File: src/rtl/ddc_pkg.sv
// Shared types and constants for the DDC strobe scheduler.
package ddc_pkg;

    typedef enum logic [1:0] {
        StIdle,
        StSettle,
        StRun
    } ddc_sched_state_t;

    localparam int unsigned DDC_RATE_MIN = 2;

endpackage

File: src/rtl/ddc_strobe_gen.sv
// Input-sample divider and decimation counter producing the act/act_out strobes.
module ddc_strobe_gen
    import ddc_pkg::*;
#(
    parameter int unsigned RATE_WIDTH = 6,
    parameter int unsigned DIV_WIDTH  = 4
) (
    input  logic                  clk_i,
    input  logic                  rst_n_i,
    input  logic                  en_i,
    input  logic                  clear_i,
    input  logic [RATE_WIDTH-1:0] rate_i,
    input  logic [DIV_WIDTH-1:0]  div_i,
    output logic                  act_o,
    output logic                  act_out_o,
    output logic                  wrap_o
);

    logic [DIV_WIDTH-1:0]  r_div_cnt, w_div_cnt_d;
    // Samples already issued in the current decimation.
    logic [RATE_WIDTH-1:0] r_dec_cnt, w_dec_cnt_d;
    logic                  r_act, w_act_d;
    logic                  r_act_out, w_act_out_d;
    logic                  w_tick;
    logic                  w_last;

    assign w_tick = (r_div_cnt == div_i);
    assign w_last = (r_dec_cnt >= rate_i - RATE_WIDTH'(1));

    // This edge issues act_out: the decimation boundary.
    assign wrap_o = en_i && !clear_i && w_tick && w_last;

    always_comb begin
        w_div_cnt_d = r_div_cnt;
        w_dec_cnt_d = r_dec_cnt;
        w_act_d     = 1'b0;
        w_act_out_d = 1'b0;
        if (!en_i) begin
            w_div_cnt_d = '0;
            w_dec_cnt_d = '0;
        end else if (clear_i) begin
            w_div_cnt_d = '0;
            w_dec_cnt_d = RATE_WIDTH'(1);
            w_act_d     = 1'b1;
        end else if (w_tick) begin
            w_div_cnt_d = '0;
            w_act_d     = 1'b1;
            w_act_out_d = w_last;
            w_dec_cnt_d = w_last ? '0 : r_dec_cnt + RATE_WIDTH'(1);
        end else begin
            w_div_cnt_d = r_div_cnt + DIV_WIDTH'(1);
        end
    end

    always_ff @(posedge clk_i) begin
        if (!rst_n_i) begin
            r_div_cnt <= '0;
            r_dec_cnt <= '0;
            r_act     <= 1'b0;
            r_act_out <= 1'b0;
        end else begin
            r_div_cnt <= w_div_cnt_d;
            r_dec_cnt <= w_dec_cnt_d;
            r_act     <= w_act_d;
            r_act_out <= w_act_out_d;
        end
    end

    assign act_o     = r_act;
    assign act_out_o = r_act_out;

endmodule

File: src/rtl/ddc_sched.sv
// DDC strobe scheduler: start/sync sequencing, boundary-aligned rate changes and
// suppression of DDC outputs while the CIC refills.
module ddc_sched
    import ddc_pkg::*;
#(
    parameter int unsigned CIC_MAXRATE = 50,
    parameter int unsigned CIC_N       = 5,
    parameter int unsigned SETTLE      = CIC_N,
    parameter int unsigned RATE_WIDTH  = $clog2(CIC_MAXRATE + 1),
    parameter int unsigned DIV_WIDTH   = 4
) (
    input  logic                  clk_i,
    input  logic                  rst_n_i,
    input  logic                  en_i,
    input  logic [DIV_WIDTH-1:0]  act_div_i,
    input  logic [RATE_WIDTH-1:0] rate_i,
    input  logic                  rate_ld_i,
    input  logic                  sync_i,
    input  logic                  ddc_val_i,
    output logic                  act_o,
    output logic                  act_out_o,
    output logic                  val_o,
    output logic                  rate_busy_o,
    output logic                  rate_err_o,
    output logic [RATE_WIDTH-1:0] rate_cur_o
);

    localparam int unsigned SetW = $clog2(SETTLE + 2);

    ddc_sched_state_t      r_state, w_state_d;
    logic [DIV_WIDTH-1:0]  r_div, w_div_d;
    logic [RATE_WIDTH-1:0] r_rate_cur, w_rate_d;
    logic [RATE_WIDTH-1:0] r_pend, w_pend_d, w_pend;
    logic [SetW-1:0]       r_set_cnt, w_set_d;
    logic                  r_busy, w_busy_d;
    logic                  r_err, w_err_d;
    logic                  r_val, w_val_d;
    logic                  w_ld_ok, w_ld_bad, w_pend_vld;
    logic                  w_clear, w_restart, w_settled, w_wrap;

    assign w_ld_ok  = rate_ld_i && (rate_i >= RATE_WIDTH'(DDC_RATE_MIN))
                      && (rate_i <= RATE_WIDTH'(CIC_MAXRATE));
    assign w_ld_bad = rate_ld_i && !w_ld_ok;

    // A legal load in this cycle is seen before sync, boundary and disable.
    assign w_pend_vld = w_ld_ok || r_busy;
    assign w_pend     = w_ld_ok ? rate_i : r_pend;

    assign w_clear   = en_i && ((r_state == StIdle) || sync_i);
    assign w_restart = en_i && (r_state != StIdle) && (sync_i || (w_wrap && w_pend_vld));
    assign w_settled = (r_set_cnt == SetW'(SETTLE))
                       || (ddc_val_i && ((r_set_cnt + SetW'(1)) == SetW'(SETTLE)));

    ddc_strobe_gen #(
        .RATE_WIDTH (RATE_WIDTH),
        .DIV_WIDTH  (DIV_WIDTH)
    ) u_strobe_gen (
        .clk_i     (clk_i),
        .rst_n_i   (rst_n_i),
        .en_i      (en_i),
        .clear_i   (w_clear),
        .rate_i    (r_rate_cur),
        .div_i     (r_div),
        .act_o     (act_o),
        .act_out_o (act_out_o),
        .wrap_o    (w_wrap)
    );

    always_ff @(posedge clk_i) begin
        if (!rst_n_i) begin
            r_state <= StIdle;
        end else begin
            r_state <= w_state_d;
        end
    end

    always_comb begin
        w_state_d = r_state;
        unique case (r_state)
            StIdle: begin
                if (en_i) w_state_d = StSettle;
            end
            StSettle, StRun: begin
                if (!en_i) begin
                    w_state_d = StIdle;
                end else if (w_restart) begin
                    w_state_d = StSettle;
                end else if ((r_state == StSettle) && w_settled) begin
                    w_state_d = StRun;
                end
            end
            default: w_state_d = StIdle;
        endcase
    end

    always_comb begin
        w_rate_d = r_rate_cur;
        w_pend_d = r_pend;
        w_busy_d = r_busy;
        w_div_d  = r_div;
        w_set_d  = r_set_cnt;
        w_err_d  = w_ld_bad;
        w_val_d  = (r_state == StRun) && ddc_val_i;
        if (r_state == StIdle) begin
            if (w_ld_ok) w_rate_d = rate_i;
            if (en_i) begin
                w_div_d = act_div_i;
                w_set_d = '0;
            end
        end else if (!en_i || w_restart) begin
            if (w_pend_vld) w_rate_d = w_pend;
            w_busy_d = 1'b0;
            w_set_d  = '0;
            if (en_i && sync_i) w_div_d = act_div_i;
        end else begin
            w_pend_d = w_pend;
            w_busy_d = w_pend_vld;
            if ((r_state == StSettle) && ddc_val_i && (r_set_cnt != SetW'(SETTLE))) begin
                w_set_d = r_set_cnt + SetW'(1);
            end
        end
    end

    always_ff @(posedge clk_i) begin
        if (!rst_n_i) begin
            r_rate_cur <= RATE_WIDTH'(CIC_MAXRATE);
            r_pend     <= '0;
            r_busy     <= 1'b0;
            r_div      <= '0;
            r_set_cnt  <= '0;
            r_err      <= 1'b0;
            r_val      <= 1'b0;
        end else begin
            r_rate_cur <= w_rate_d;
            r_pend     <= w_pend_d;
            r_busy     <= w_busy_d;
            r_div      <= w_div_d;
            r_set_cnt  <= w_set_d;
            r_err      <= w_err_d;
            r_val      <= w_val_d;
        end
    end

    assign val_o       = r_val;
    assign rate_busy_o = r_busy;
    assign rate_err_o  = r_err;
    assign rate_cur_o  = r_rate_cur;

endmodule

File: config.mk
export PLATFORM = sky130hd
export DESIGN_NAME = ddc_sched
export DESIGN_NICKNAME = d
export VERILOG_FILES = /design/src/rtl/ddc_pkg.sv /design/src/rtl/ddc_strobe_gen.sv /design/src/rtl/ddc_sched.sv
export SDC_FILE = /design/constraint.sdc
export NUM_CORES = 1
export LEC_CHECK = 0
export ABC_CLOCK_PERIOD_IN_PS = 4700
export CAP_MARGIN = 20
export CORE_ASPECT_RATIO = 0.5
export CORE_MARGIN = 2
export CORE_UTILIZATION = 41
export CTS_BUF_LIST = sky130_fd_sc_hd__clkbuf_8
export DETAILED_ROUTE_END_ITERATION = 10
export DONT_BUFFER_PORTS = 1
export SETUP_SLACK_MARGIN = 0.02
export SLEW_MARGIN = 20
export SYNTH_ARGS = -nofsm -noshare
export SYNTH_HDL_FRONTEND = slang
export SYNTH_SLANG_ARGS = --single-unit
File: constraint.sdc
create_clock -name clk_i -period 4.7 [get_ports clk_i]
set_input_delay 1.175 -clock clk_i [delete_from_list [all_inputs] [get_ports clk_i]]
set_output_delay 1.175 -clock clk_i [all_outputs]
set_load 0.02 [all_outputs]
==> impl_metrics.yaml, run 1 <==
outcome:
  outcome: "completed"
critical_path:
  start_kind: "register"
  worstPathMaxFanout: 7
  crit_chain: "nor3_1 > nor3b_1 > xnor2_1 > ha_1 > and3_4 > a221oi_2 > o21ai_2 > a2111oi_4 > mux2i_1 > nor2_1"
  max_stage_delay_ns: 0.58
  crit_buf_inv: 0
  path_delay_family: "compound AO/OA/AOI/OAI gates"
  arrival_ns: 3.27
  crit_start: "rate_cur_o[0]"
  critPathRequiredTime_ns: 4.85
  slowest_stage: "a2111oi_4"
  r2r-start: "rate_cur_o[0]"
  critPathCaptureType: "register"
  setup.worst_path.class: "register to register"
logic_synthesis:
  yosysWarnings: 0
  yosys-top-cells-area: "dfxtp_1, ha_1, mux2i_1, nor2_1, xnor2_1"
  syn_inst: 224
  seq_area_frac_synth_pct: 36.0
  synth.net_count: 256
  synth_edf_count: 0
  ys.flop_type: "dfxtp_1"
  ys_seq_elements: 36
  avgSynthCellArea_sq_um: 8.93
  synth_top_area_share_pct: 36.0
  ys_types: 45
  synth_largest_area_cell: "dfxtp_1"
  postSynth.asyncResetShare_pct: 0
  syn_area_sq_mm: 0.00200
floorplanning:
  die_x_um: 103
  core.rowCount: 17
  die-area_sq_mm: 0.00549
  die_y_um: 53.4
  ioPinCount: 27
  core_sq_mm: 0.00455
  start_util_pct: 43.9
layout:
  final_nets: 257
  drive_gt1_share_pct: 7.52
  nFillCells: 448
  area_delta_synth_final_pct: 7.45
  antennaDiodeCount: 0
grt:
  grt_overflow: 0
  grt_pass1_vias: 1448
  grt_use_total_pct: 17.2
  grt_pass1_wl_mm: 6.98
  antenna_found_initial: 0
  grt_max_degree: 21
sta:
  slew_viol_final: 0
  finalClockSkew_ns: 0.00205
  tns_ns: 0
  period_minus_slack_ns: 3.12
  slew_headroom_pct: 53.1
  fin_crit_sh_pct: 66.4
  hold_viol: 0
  worstMarginPinSlew_ns: 0.697
  fmax_mhz: 320
  finalSetupViolCount: 0
  rsz0062_at_grt: "false"
power:
  totalPowerFinal_w: 0.000825
  leakagePower_nw: 0.809
  p_per_area_mw_per_mm2: 384
  max-vdd-ir-drop_mv: 0.113
placed_design:
  dp_hpwl_mm: 3.30
  gp_congestion: 0.811
  io_buffers: 0
drt:
  routed_wl_mm: 4.27
  vias: 1595
  drc_errors: 0
  wl_per_cell_um: 14.6
  first_pass_iters: 4
  drtIter0Drc: 67
  viasPerCell: 5.46
  ant_nets: 0
flow_run:
  cap_viol_max_count: 0
cts:
  cts_root_buf: "clkbuf_8"
  tritoncts.num_buffers: 5
  post_cts_buffers: 0
  htreeDepth: 2
  post_cts_resized: 0
  cts_tree: "yes"
  clock_latency_ns: 0.28
  path_clk_slew_ns: 0.07
  cts_sinks: 36
  cts_max_path_buffers: 2
  holdBufCountCts: 0
hold_path:
  hp-start: "r_pend[1]"
  hp-class: "register to register"
## Yosys cell counts, types with 2 or more instances
cell type and number:
nand2_1 17, o21ai_0 8, clkbuf_1 5, a21oi_1 10, a21o_1 2, mux2i_1 14
a22oi_1 2, a211oi_1 2, xor2_1 6, a311oi_1 3, and3_1 4, o311ai_0 3
o41ai_1 2, nor2_1 25, a31oi_1 4, nor3_1 5, nand3_1 5, xnor2_1 8
o211ai_1 2, and4_2 2, ha_1 16, nand4_1 6, inv_1 12, nand2b_1 5
dfxtp_1 36
## sequential cells by signal, summed over array words and instances, names as in the netlist, 2 cells and up
name and count:
r_pend 6, rate_cur_o 6, u_strobe_gen.r_dec_cnt 6, r_div 4, u_strobe_gen.r_div_cnt 4, r_set_cnt 3
r_state 2
## tightest hold or removal path, stage by stage, from the launching register on
cell	delay, ns
dfxtp_1	0.31
o21ai_0	0.07
a21oi_1	0.06
## metrics by stage
step	instance area, sq um	cells	worst slack, ns	hold slack, ns	util (%)
2_1_floorplan	2000	224	1.89	0.441	-
3_3_place_gp	2060	284	1.68	0.469	45.2
3_5_place_dp	2060	284	1.58	0.471	45.2
4_1_cts	2150	292	1.57	0.481	47.2
5_1_grt	2150	292	1.30	0.503	47.2
6_report	2150	292	1.58	0.478	47.2
## report_power, final
group | leakage, nW | internal [W] | switching [W]
registers | 0.293 | 0.000329 | 0.0000380
logic | 0.462 | 0.0000937 | 0.000147
clock network | 0.0538 | 0.000115 | 0.000103
## kinds of logic (layout without fill, tap and decap cells)
group / Yosys count / in the layout / share of synthesized area, %
AO/OA/AOI/OAI: 51 / 51 / 19.0
AND/OR/NAND/NOR: 75 / 75 / 18.4
XOR/XNOR: 14 / 14 / 6.13
flip-flops: 36 / 36 / 36.0
adder cells (fa/ha/maj): 16 / 16 / 10.0
multiplexers: 14 / 14 / 7.01
buffers and inverters: 18 / 20 / 3.44
## path summary, 6_finish.rpt
kind	to	slack, ns	cells past startpoint
hold / removal	r_pend[1]	0.48	2
setup / recovery	r_pend[5]	1.58	10
hold reg to reg	r_pend[1]	0.48	2
setup reg to reg	r_pend[5]	1.58	10
## layer usage
layer | vias to the layer above | part of all wire [%] | track usage [%]
met3 | 4 | 4.8 | 5.81
li1 | 814 | - | -
met1 | 749 | 52 | 23.3
met2 | 28 | 42 | 25.4
met4 | 0 | 0.63 | 5.92
met5 | - | 0 | 0
## cell type report
type	count	area, sq um	area share, %
Clock buffer	6	82.6	3.84
Clock inverter	2	7.51	0.349
Inverter	12	45.0	2.10
Multi-Input combinational cell	170	1210	56.3
Sequential cell	36	721	33.5
Tap cell	66	82.6	3.84
## placed cells by master (no fill, tap or decap), types with 2 or more instances in the layout
cell | netlist | routed
o41ai_1 | 2 | 2
xnor2_1 | 8 | 8
o211ai_1 | 2 | 2
and3_1 | 4 | 4
nand4_1 | 6 | 6
a211oi_1 | 2 | 2
nor2_1 | 25 | 25
nand2_1 | 17 | 17
mux2i_1 | 14 | 14
o311ai_0 | 3 | 3
inv_1 | 12 | 14
a22oi_1 | 2 | 2
nor3_1 | 5 | 5
clkbuf_8 | 0 | 6
ha_1 | 16 | 16
a21oi_1 | 10 | 10
dfxtp_1 | 36 | 36
a21o_1 | 2 | 2
nand3_1 | 5 | 5
o21ai_0 | 8 | 8
and4_2 | 2 | 2
a311oi_1 | 3 | 3
a31oi_1 | 4 | 4
xor2_1 | 6 | 6
nand2b_1 | 5 | 5
(Power assumes the default switching activity.)
==> inputs of run 2 (changes only) <==
ABC_CLOCK_PERIOD_IN_PS = 3200   (was 4700)
clock period = 3.2 ns   (was 4.7 ns; I/O delays follow)
==> run 2 against run 1 <==
Net effect: power is 50% higher; clock power is 52% higher; routed wire length is 0.94% higher; highest routed layer unchanged; hold slack better by 0.011 ns; critical path depth is 2 higher; non-clock buffer count is 4 higher; setup slack worse by 1.3 ns; largest cell class unchanged; critical endpoint is now r_pend[0]; utilization is 0.88 points higher; global-route usage is 0.84 points higher; fmax is 5.9% higher; via count is 0.69% higher; final cell count is 1.4% higher.
==> impl_metrics.yaml, run 2 (synthesis gave the netlist of run 1 again) <==
floorplanning:
  die-area_sq_mm: 0.00549
  die_x_um: 103
  core_sq_mm: 0.00455
  die_y_um: 53.4
  core.rowCount: 17
  ioPinCount: 27
  start_util_pct: 43.9
layout:
  final_util_pct: 48.1
  layout_common_cells: "dfxtp_1, nor2_1, nand2_1, ha_1"
  antennaDiodeCount: 0
  final_common_cell: "dfxtp_1"
  nFillCells: 447
  fin_cells: 296
  drive_gt1_share_pct: 10.0
  final_nets: 261
  area_delta_synth_final_pct: 9.45
sta:
  rsz0062_at_grt: "false"
  finalClockSkew_ns: 0.00487
  hold_viol: 0
  fmax_mhz: 339
  tns_ns: 0
  finalSetupViolCount: 0
  slew_viol_final: 0
  worstMarginPinSlew_ns: 0.714
  slew_headroom_pct: 51.9
  period_minus_slack_ns: 2.95
  fin_crit_sh_pct: 92.1
power:
  leakagePower_nw: 0.833
  max-vdd-ir-drop_mv: 0.209
  p_per_area_mw_per_mm2: 564
cts:
  cts_max_path_buffers: 2
  cts_tree: "yes"
  path_clk_slew_ns: 0.07
  cts_root_buf: "clkbuf_8"
  tritoncts.num_buffers: 5
  cts_sinks: 36
  htreeDepth: 2
  clock_latency_ns: 0.29
grt:
  grt_use_total_pct: 18.0
  grt_max_degree: 21
  grt_pass1_wl_mm: 7.46
  grt_overflow: 0
  grt_pass1_vias: 1594
  antenna_found_initial: 0
drt:
  routed_wl_mm: 4.31
  drc_errors: 0
  wl_per_cell_um: 14.6
  viasPerCell: 5.43
  drtIter0Drc: 94
  vias: 1606
  ant_nets: 0
  first_pass_iters: 4
critical_path:
  start_kind: "register"
  path_delay_family: "compound AO/OA/AOI/OAI gates"
  crit_chain: "inv_1 > ha_1 > nand2_1 > xor2_1 > ha_1 > and3_4 > a221oi_2 > o21ai_2 > a2111oi_4 > buf_4 > mux2i_1 > nor2_1"
  crit_buf_inv: 2
  worstPathMaxFanout: 7
  critPathCaptureType: "register"
  max_stage_delay_ns: 0.51
  setup.worst_path.class: "register to register"
  crit_top_cell: "ha_1"
  arrival_ns: 3.10
  critPathRequiredTime_ns: 3.35
  slowest_stage: "dfxtp_1"
outcome:
  outcome: "completed"
placed_design:
  placed_cells: 287
  io_buffers: 0
  gp_congestion: 0.756
  dp_hpwl_mm: 3.28
flow_run:
  cap_viol_max_count: 0
hold_path:
  hp-class: "register to register"
run 2: cell types whose count changed in the layout (fill, tap and decap cells not counted), sizes merged:
| cell | previous run | this run |
|---|---|---|
| buf | 0 | 4 |
run 2: worst reg2reg max path: cells and delay by family, from the launching register on:
kind	cells	cell delay, ns
AOI/OAI and AO/OA	3	0.85
DFF	1	0.51
adders and majority gates	2	0.49
and+or+nand+nor	3	0.31
buffers and inverters	2	0.30
muxes	1	0.19
xor gates and xnor gates	1	0.16
run 2: cell type report:
cell class | count | area (sq um) | area share (%)
inverters | 12 | 45.0 | 2.06
multi-input cells | 170 | 1220 | 55.7
well taps | 66 | 82.6 | 3.77
flip-flops and latches | 36 | 721 | 32.9
repair buffers | 4 | 30.0 | 1.37
clock buffers | 6 | 82.6 | 3.77
clock inverters | 2 | 7.51 | 0.343
run 2: layer usage:
layer | track usage, % | vias to the layer above | routed length, um
li1 | - | 826 | -
met1 | 23.9 | 747 | 2260
met2 | 28.1 | 27 | 1770
met3 | 5.42 | 6 | 230
met4 | 5.70 | 0 | 59
met5 | 0 | - | 0
run 2: through the flow:
stage / hold WS (ns) / power, W / setup slack [ns] / cell area [sq um]
detailed placement: 0.472 / 0.000908 / 0.141 / 2080
global placement: 0.463 / 0.000903 / 0.203 / 2080
finish: 0.490 / 0.00123 / 0.252 / 2190
global route: 0.498 / 0.00132 / 0.0549 / 2190
CTS: 0.486 / 0.00124 / 0.123 / 2170
floorplan: 0.441 / 0.000830 / 0.390 / 2000
run 2: what timing repair did:
| action | CTS | global route |
|---|---|---|
| hold buffers | 0 | 0 |
| gates resized for setup | 0 | 2 |
| setup buffers | 0 | 1 |
| endpoints found under the setup margin | 0 | 5 |
run 2: report_power, final:
group	internal, W	total (W)	switching, W
logic	0.000147	0.000370	0.000224
registers	0.000484	0.000533	0.0000493
clock network	0.000169	0.000331	0.000162
total	0.000800	0.00123	0.000435
run 2: worst paths after layout:
check / from / slack [ns] / to / cells after the start
setup / recovery: rate_cur_o[1] / 0.25 / r_pend[0] / 12
hold reg to reg: u_strobe_gen.r_div_cnt[0] / 0.49 / u_strobe_gen.r_div_cnt[0] / 1
hold / removal: u_strobe_gen.r_div_cnt[0] / 0.49 / u_strobe_gen.r_div_cnt[0] / 1
setup reg to reg: rate_cur_o[1] / 0.25 / r_pend[0] / 12
==> inputs of run 3 (changes only) <==
CTS_CLUSTER_SIZE = 12   (was not set)
==> results of run 3 <==
Final layout, timing and power as in run 2 (identical DEF).
